`config.mk`:
```
export PLATFORM = sky130hd
export DESIGN_NAME = fetch_stage
export DESIGN_NICKNAME = d
export VERILOG_FILES = /design/src/rtl/fetch_stage_pkg.sv /design/src/rtl/fetch_queue.sv /design/src/rtl/fetch_stage.sv
export SDC_FILE = /design/constraint.sdc
export NUM_CORES = 1
export LEC_CHECK = 0
export BUFFER_PORTS_ARGS = -buffer_cell sky130_fd_sc_hd__buf_2
export CAP_MARGIN = 25
export CORE_MARGIN = 3
export CORE_UTILIZATION = 56
export DETAILED_ROUTE_END_ITERATION = 8
export GPL_TIMING_DRIVEN = 0
export PLACE_DENSITY = 0.86
export SYNTH_ARGS = -nofsm -noshare
export SYNTH_HDL_FRONTEND = slang
export SYNTH_HIERARCHICAL = 1
export SYNTH_SLANG_ARGS = --single-unit
```
`constraint.sdc`:
```
create_clock -name clk -period 4.6 [get_ports clk]
set_clock_uncertainty 0.15 [all_clocks]
set_input_delay 1.15 -clock clk [delete_from_list [all_inputs] [get_ports clk]]
set_output_delay 1.15 -clock clk [all_outputs]
set_load 0.05 [all_outputs]
```
`src/rtl/fetch_stage_pkg.sv`:
```
// -----------------------------------------------------------------------------
// fetch_stage_pkg
// Constants shared by the fetch stage and its prefetch queue:
//   - FSM state encodings (BOOT, RUN)
//   - PC increment per fetched instruction
//   - instruction field positions decoded for the control unit
//   - saturating 32-bit increment used by the optional perf counters
// -----------------------------------------------------------------------------
package fetch_stage_pkg;

    // Fetch FSM state encodings
    localparam logic [0:0] BOOT = 1'b0;
    localparam logic [0:0] RUN  = 1'b1;

    localparam int unsigned INSTR_W = 32;
    localparam int unsigned PC_INC  = 4;

    // Instruction fields consumed by unidadControl
    localparam int unsigned COND_MSB = 31;
    localparam int unsigned COND_LSB = 28;
    localparam int unsigned OP_MSB   = 27;
    localparam int unsigned OP_LSB   = 26;
    localparam int unsigned OPC_MSB  = 25;
    localparam int unsigned OPC_LSB  = 20;

    function automatic logic [31:0] sat_inc(input logic [31:0] value);
        return (value == 32'hFFFF_FFFF) ? value : value + 32'd1;
    endfunction

endpackage

```
`src/rtl/fetch_queue.sv`:
```
// -----------------------------------------------------------------------------
// fetch_queue
// Two-entry in-order FIFO holding fetched {instr, pc} pairs.
// Ports:
//   clk, rst    clock, synchronous active-high reset
//   push        write push_data (accepted when not full, or full with pop)
//   push_data   entry to enqueue (WIDTH bits)
//   pop         drop the head entry (ignored when empty)
//   flush       discard all entries (wins over push/pop)
//   head_data   current head entry
//   full/empty  occupancy flags
// -----------------------------------------------------------------------------
module fetch_queue
    import fetch_stage_pkg::*;
#(
    parameter int WIDTH = 64
) (
    input  logic             clk,
    input  logic             rst,
    input  logic             push,
    input  logic [WIDTH-1:0] push_data,
    input  logic             pop,
    input  logic             flush,
    output logic [WIDTH-1:0] head_data,
    output logic             full,
    output logic             empty
);

    logic [WIDTH-1:0] mem [2];
    logic             wr_ptr;
    logic             rd_ptr;
    logic [1:0]       count;
    logic             do_push;
    logic             do_pop;

    assign full      = (count == 2'd2);
    assign empty     = (count == 2'd0);
    assign head_data = mem[rd_ptr];

    // A full queue still accepts a push when the head leaves in the same cycle.
    assign do_push = push && (!full || pop);
    assign do_pop  = pop && !empty;

    // NOTE: non-blocking assignments in clocked logic, so every register
    // samples the pre-edge value of its neighbours regardless of statement order.
    always_ff @(posedge clk) begin
        if (rst) begin
            wr_ptr <= 1'b0;
            rd_ptr <= 1'b0;
            count  <= 2'd0;
            // NOTE: storage is reset here only because the head is visible on
            // out_instr/out_pc, which must read zero after reset; a deeper
            // buffer would leave its data array unreset.
            mem[0] <= '0;
            mem[1] <= '0;
        end else if (flush) begin
            wr_ptr <= 1'b0;
            rd_ptr <= 1'b0;
            count  <= 2'd0;
        end else begin
            if (do_push) begin
                mem[wr_ptr] <= push_data;
                wr_ptr      <= ~wr_ptr;
            end
            if (do_pop) begin
                rd_ptr <= ~rd_ptr;
            end
            count <= count + {1'b0, do_push} - {1'b0, do_pop};
        end
    end

endmodule

```
`src/rtl/fetch_stage.sv`:
```
// -----------------------------------------------------------------------------
// fetch_stage
// Instruction fetch: issues sequential requests to instruction memory, buffers
// in-order responses in a 2-entry prefetch queue and presents the head to the
// decoder. A taken branch redirects the PC, flushes the queue and discards
// every response still in flight.
// Ports:
//   clk, rst                       clock, synchronous active-high reset
//   imem_req/imem_addr/imem_gnt    request handshake (req/addr held until gnt)
//   imem_rvalid/imem_rdata         in-order response, >=1 cycle after grant
//   out_valid/out_ready            head-of-queue handshake
//   out_instr/out_pc               head instruction and its address
//   out_condicion/out_operation/out_opcodes   field slices of out_instr
//   branch_taken/branch_target     redirect from unidadControl (selPC)
//   perf_fetch_cnt/perf_flush_cnt  saturating counters, only with FETCH_PERF_EN
// -----------------------------------------------------------------------------
module fetch_stage
    import fetch_stage_pkg::*;
#(
    parameter int                ADDR_W   = 32,
    parameter logic [ADDR_W-1:0] RESET_PC = '0
) (
    input  logic              clk,
    input  logic              rst,
    output logic              imem_req,
    output logic [ADDR_W-1:0] imem_addr,
    input  logic              imem_gnt,
    input  logic              imem_rvalid,
    input  logic [31:0]       imem_rdata,
    output logic              out_valid,
    input  logic              out_ready,
    output logic [31:0]       out_instr,
    output logic [ADDR_W-1:0] out_pc,
    output logic [3:0]        out_condicion,
    output logic [1:0]        out_operation,
    output logic [5:0]        out_opcodes,
    input  logic              branch_taken,
    input  logic [ADDR_W-1:0] branch_target
`ifdef FETCH_PERF_EN
    ,
    output logic [31:0]       perf_fetch_cnt,
    output logic [31:0]       perf_flush_cnt
`endif
);

    localparam int ENTRY_W = INSTR_W + ADDR_W;

    logic [0:0]         state;
    logic [ADDR_W-1:0]  pc;
    logic [ADDR_W-1:0]  resp_pc;      // address of the next response kept
    logic [1:0]         outstanding;  // granted requests not yet answered
    logic [1:0]         drop;         // leading responses still to discard
    logic [1:0]         outstanding_next;

    logic               q_full;
    logic               q_empty;
    logic [1:0]         q_level;
    logic [ENTRY_W-1:0] q_head;
    logic               q_push;
    logic               q_pop;

    logic               pop_req;
    logic               fire;
    logic               resp_accept;
    logic               resp_keep;

    assign q_level = q_full ? 2'd2 : (q_empty ? 2'd0 : 2'd1);
    assign pop_req = out_valid && out_ready;

    // Entries leaving this cycle free a slot for a request issued this cycle;
    // a response needs at least one cycle, so it cannot overtake the pop.
    assign imem_req  = !rst && (state == RUN) &&
                       (({1'b0, q_level} + {1'b0, outstanding}) < (pop_req ? 3'd3 : 3'd2));
    assign imem_addr = pc;
    assign fire      = imem_req && imem_gnt;

    // A response only counts while something is in flight, so a stray rvalid
    // right after reset is ignored.
    assign resp_accept = imem_rvalid && (state == RUN) && (outstanding != 2'd0);
    assign resp_keep   = resp_accept && (drop == 2'd0);

    assign q_push = resp_keep && !branch_taken;
    assign q_pop  = pop_req && !branch_taken;

    assign outstanding_next = outstanding + {1'b0, fire} - {1'b0, resp_accept};

    always_ff @(posedge clk) begin
        if (rst) begin
            state       <= BOOT;
            pc          <= RESET_PC;
            resp_pc     <= RESET_PC;
            outstanding <= 2'd0;
            drop        <= 2'd0;
        end else begin
            state       <= RUN;
            outstanding <= outstanding_next;
            if (branch_taken) begin
                // Everything still in flight after this edge, including a
                // request granted now, belongs to the abandoned path.
                pc      <= branch_target;
                resp_pc <= branch_target;
                drop    <= outstanding_next;
            end else begin
                if (fire) begin
                    pc <= pc + ADDR_W'(PC_INC);
                end
                if (q_push) begin
                    resp_pc <= resp_pc + ADDR_W'(PC_INC);
                end
                if (resp_accept && (drop != 2'd0)) begin
                    drop <= drop - 2'd1;
                end
            end
        end
    end

    fetch_queue #(
        .WIDTH (ENTRY_W)
    ) u_queue (
        .clk       (clk),
        .rst       (rst),
        .push      (q_push),
        .push_data ({imem_rdata, resp_pc}),
        .pop       (q_pop),
        .flush     (branch_taken),
        .head_data (q_head),
        .full      (q_full),
        .empty     (q_empty)
    );

    assign out_valid     = !q_empty;
    assign out_instr     = q_head[ENTRY_W-1:ADDR_W];
    assign out_pc        = q_head[ADDR_W-1:0];
    assign out_condicion = out_instr[COND_MSB:COND_LSB];
    assign out_operation = out_instr[OP_MSB:OP_LSB];
    assign out_opcodes   = out_instr[OPC_MSB:OPC_LSB];

`ifdef FETCH_PERF_EN
    always_ff @(posedge clk) begin
        if (rst) begin
            perf_fetch_cnt <= 32'd0;
            perf_flush_cnt <= 32'd0;
        end else begin
            if (q_push) begin
                perf_fetch_cnt <= sat_inc(perf_fetch_cnt);
            end
            if (branch_taken) begin
                perf_flush_cnt <= sat_inc(perf_flush_cnt);
            end
        end
    end
`endif

endmodule

```
==> metrics.yaml <==
drt_iter0_markers: 632
p_per_area_nw_per_um2: 352
fin_crit_sh_pct: 85.8
postCtsSetupBuffers: 0
cts_made_buffers: 21
synth_seq_cells: 202
gr-usage-met1_pct: 34.8
worstPathRequired_ns: 3.30
synth-adder-area-share_pct: 1.20
clk_pin_slew_worst_paths_ns: 0.06
hold_class: "flop to flop"
cts_hold_buffers: 0
synth_compound_area_share_pct: 11.1
fillers: 1274
core-area_um2: 17400
yosys.area_share.simple_pct: 21.3
place_congestion: 0.950
cts_resized: 0
finalHoldViolations: 0
wl_per_cell_um: 19.8
clock_path_buffers: 3
critPathArrivalTime_ns: 2.65
synth_warnings: 6
grtUsageTotal_pct: 25.3
cts-root-buf: "clkbuf_16"
leakage_nw: 4.71
synth.area.top_cells: "edfxtp_1, dfxtp_1, mux2_2"
fp-row-count: 48
power_mw: 4.18
min_period_ns: 3.95
antenna_found_initial: 0
dieWidth_um: 140
crit_type: "input port to primary output"
regArea_um2: 5330
globalRouteOverflowTotal: 0
max_freq_ghz: 0.253
vias_per_cell: 6.04
synth_top_area_cell: "edfxtp_1"
ys_seq_area_share_pct: 53.3
fin_setup_tns_ns: 0
grt_busiest_layer: "met2"
drv_cap: 0
wirelength_um: 25600
worstMarginPinSlew_ns: 0.993
cts_num_sinks: 202
htreeDepth: 1
first_global_vias: 7723
nets: 1137
setup_viol: 0
syn_area_per_cell_um2: 11.7
whs_ns: 0.304
die_area_um2: 19500
holdPathStages: 2
synth.distinct_cells: 69
slew_viol_final: 0
dpl.cell_count: 1260
grt_max_degree: 65
drc_errors: 0
startpoint_type: "input port"
rsz0062_at_grt: "no"
die_y_um: 140
synth_edf_count: 128
synth_top_family_by_area: "simple AND/OR/NAND/NOR gates"
grt_use_met3_pct: 4.57
start_util_pct: 57.6
synth_area_um2: 10000
drtPass1Iterations: 5
use_met2_pct: 42.2
critPathMaxFanout: 10
dp_hpwl_um: 18000
ant_nets: 0
io_buffers: 179
multi_input_area_um2: 4270
status: "completed"
synth_top_area_share_pct: 38.4
ios: 180
final-instance-count-excl-fill: 1298
setup_ws_ns: 0.653
netlist_instances: 856
antenna-diode-count: 0
synthFlopType: "edfxtp_1"
synthMuxAreaShare_pct: 7.21
reg2reg_depth: 14
slew_headroom_pct: 33.8
drive_above_1_share_pct: 34.1
dp_slack_ns: 0.227
synthesis.nets: 935
areaGrowthSynthToFinish_pct: 18.6
synth-xor-area-share_pct: 1.84
end_kind: "primary output"
vdd_drop_max_v: 0.000270
num_vias: 7844
ys_async_sr_fraction_pct: 0
cts_tree: "built"
grt_pass1_wl_um: 40400
clk_latency_ns: 0.49
layout make-up:
type                    count  share of cell area (%)
flip-flops and latches    202                    44.9
multi-input cells         575                    36.0
repair buffers            179                    7.56
clock buffers              33                    5.43
plain buffers              66                    3.05
well taps                 225                    2.37
inverters                  13                   0.412
clock inverters             5                   0.264
registers in the layout (all words and copies together) (netlist names), named ones only:
name            flops
u_queue/mem       128
drop                2
outstanding         2
state               1
resp_pc            32
u_queue/wr_ptr      1
u_queue/count       2
imem_addr          32
u_queue/rd_ptr      1
stage by stage:
stage / cell area [µm²] / utilization (%)
finish: 11900 / 68.3
detailed placement: 11200 / 64.4
CTS: 11900 / 68.3
global placement: 11200 / 64.4
global route: 11900 / 68.3
floorplan: 10000 / -
synthesized netlist by cell type, types with 7 or more instances:
cell type,number
o31ai_1,19
nor3_1,10
mux2_2,64
and4_1,16
o21ai_0,23
and3_1,11
dfxtp_1,74
clkbuf_1,35
and2_4,50
a311oi_1,10
a31oi_1,21
nor4_1,17
inv_1,11
a21boi_0,8
buf_2,10
buf_4,13
nand2_1,33
nand4_1,14
and2_1,87
o31a_1,10
ha_1,8
nor2b_1,11
edfxtp_1,128
o21a_1,14
xnor2_1,13
nand3_1,20
buf_6,7
or4_1,14
a21oi_1,12
xor2_1,8
nor2_1,21
placed cells by master (no fill, tap or decap), types with 21 or more instances in the layout:
cell type	n
clkbuf_16	22
nand2_1	33
nor2_1	21
mux2_2	64
a31oi_1	21
clkbuf_1	39
and2_1	87
edfxtp_1	128
and2_4	50
o21ai_0	23
buf_2	189
dfxtp_1	74
report_power, final:
part           internal, mW  total, mW  switching, mW  leakage (nW)
Sequential             2.00       2.08         0.0744          1.93
Clock                 0.963       1.64          0.677         0.335
Combinational         0.136      0.459          0.323          2.44
worst max-delay path, stage by stage:
cell,delay [ns]
buf_2,0.15
clkbuf_1,0.38
clkbuf_1,0.53
nor2_1,0.08
nand2_1,0.09
a21oi_1,0.04
buf_2,0.22
layer usage:
layer	vias to the layer above	routed length (µm)
li1	3605	-
met1	3761	10400
met2	441	12100
met3	37	2670
met4	0	429
met5	-	0
logic make-up (layout without fill, tap and decap cells):
| logic type | Yosys count | count (layout) |
|---|---|---|
| AO/OA/AOI/OAI | 153 | 153 |
| adder cells (fa/ha/maj) | 9 | 9 |
| flip-flops | 202 | 202 |
| XOR/XNOR | 21 | 21 |
| buffers and inverters | 79 | 296 |
| multiplexers | 64 | 64 |
| AND/OR/NAND/NOR | 328 | 328 |
final timing paths:
path	slack, ns	startpoint	to
setup / recovery	0.65	rst	imem_req
setup reg to reg	1.12	u_queue/count[1]$_SDFF_PP0_	drop[1]$_SDFFE_PP0P_
hold reg to reg	0.30	imem_addr[1]$_SDFFE_PP0P_	imem_addr[1]$_SDFFE_PP0P_
hold / removal	0.30	imem_addr[1]$_SDFFE_PP0P_	imem_addr[1]$_SDFFE_PP0P_
Power figures use the tool's default switching activity.
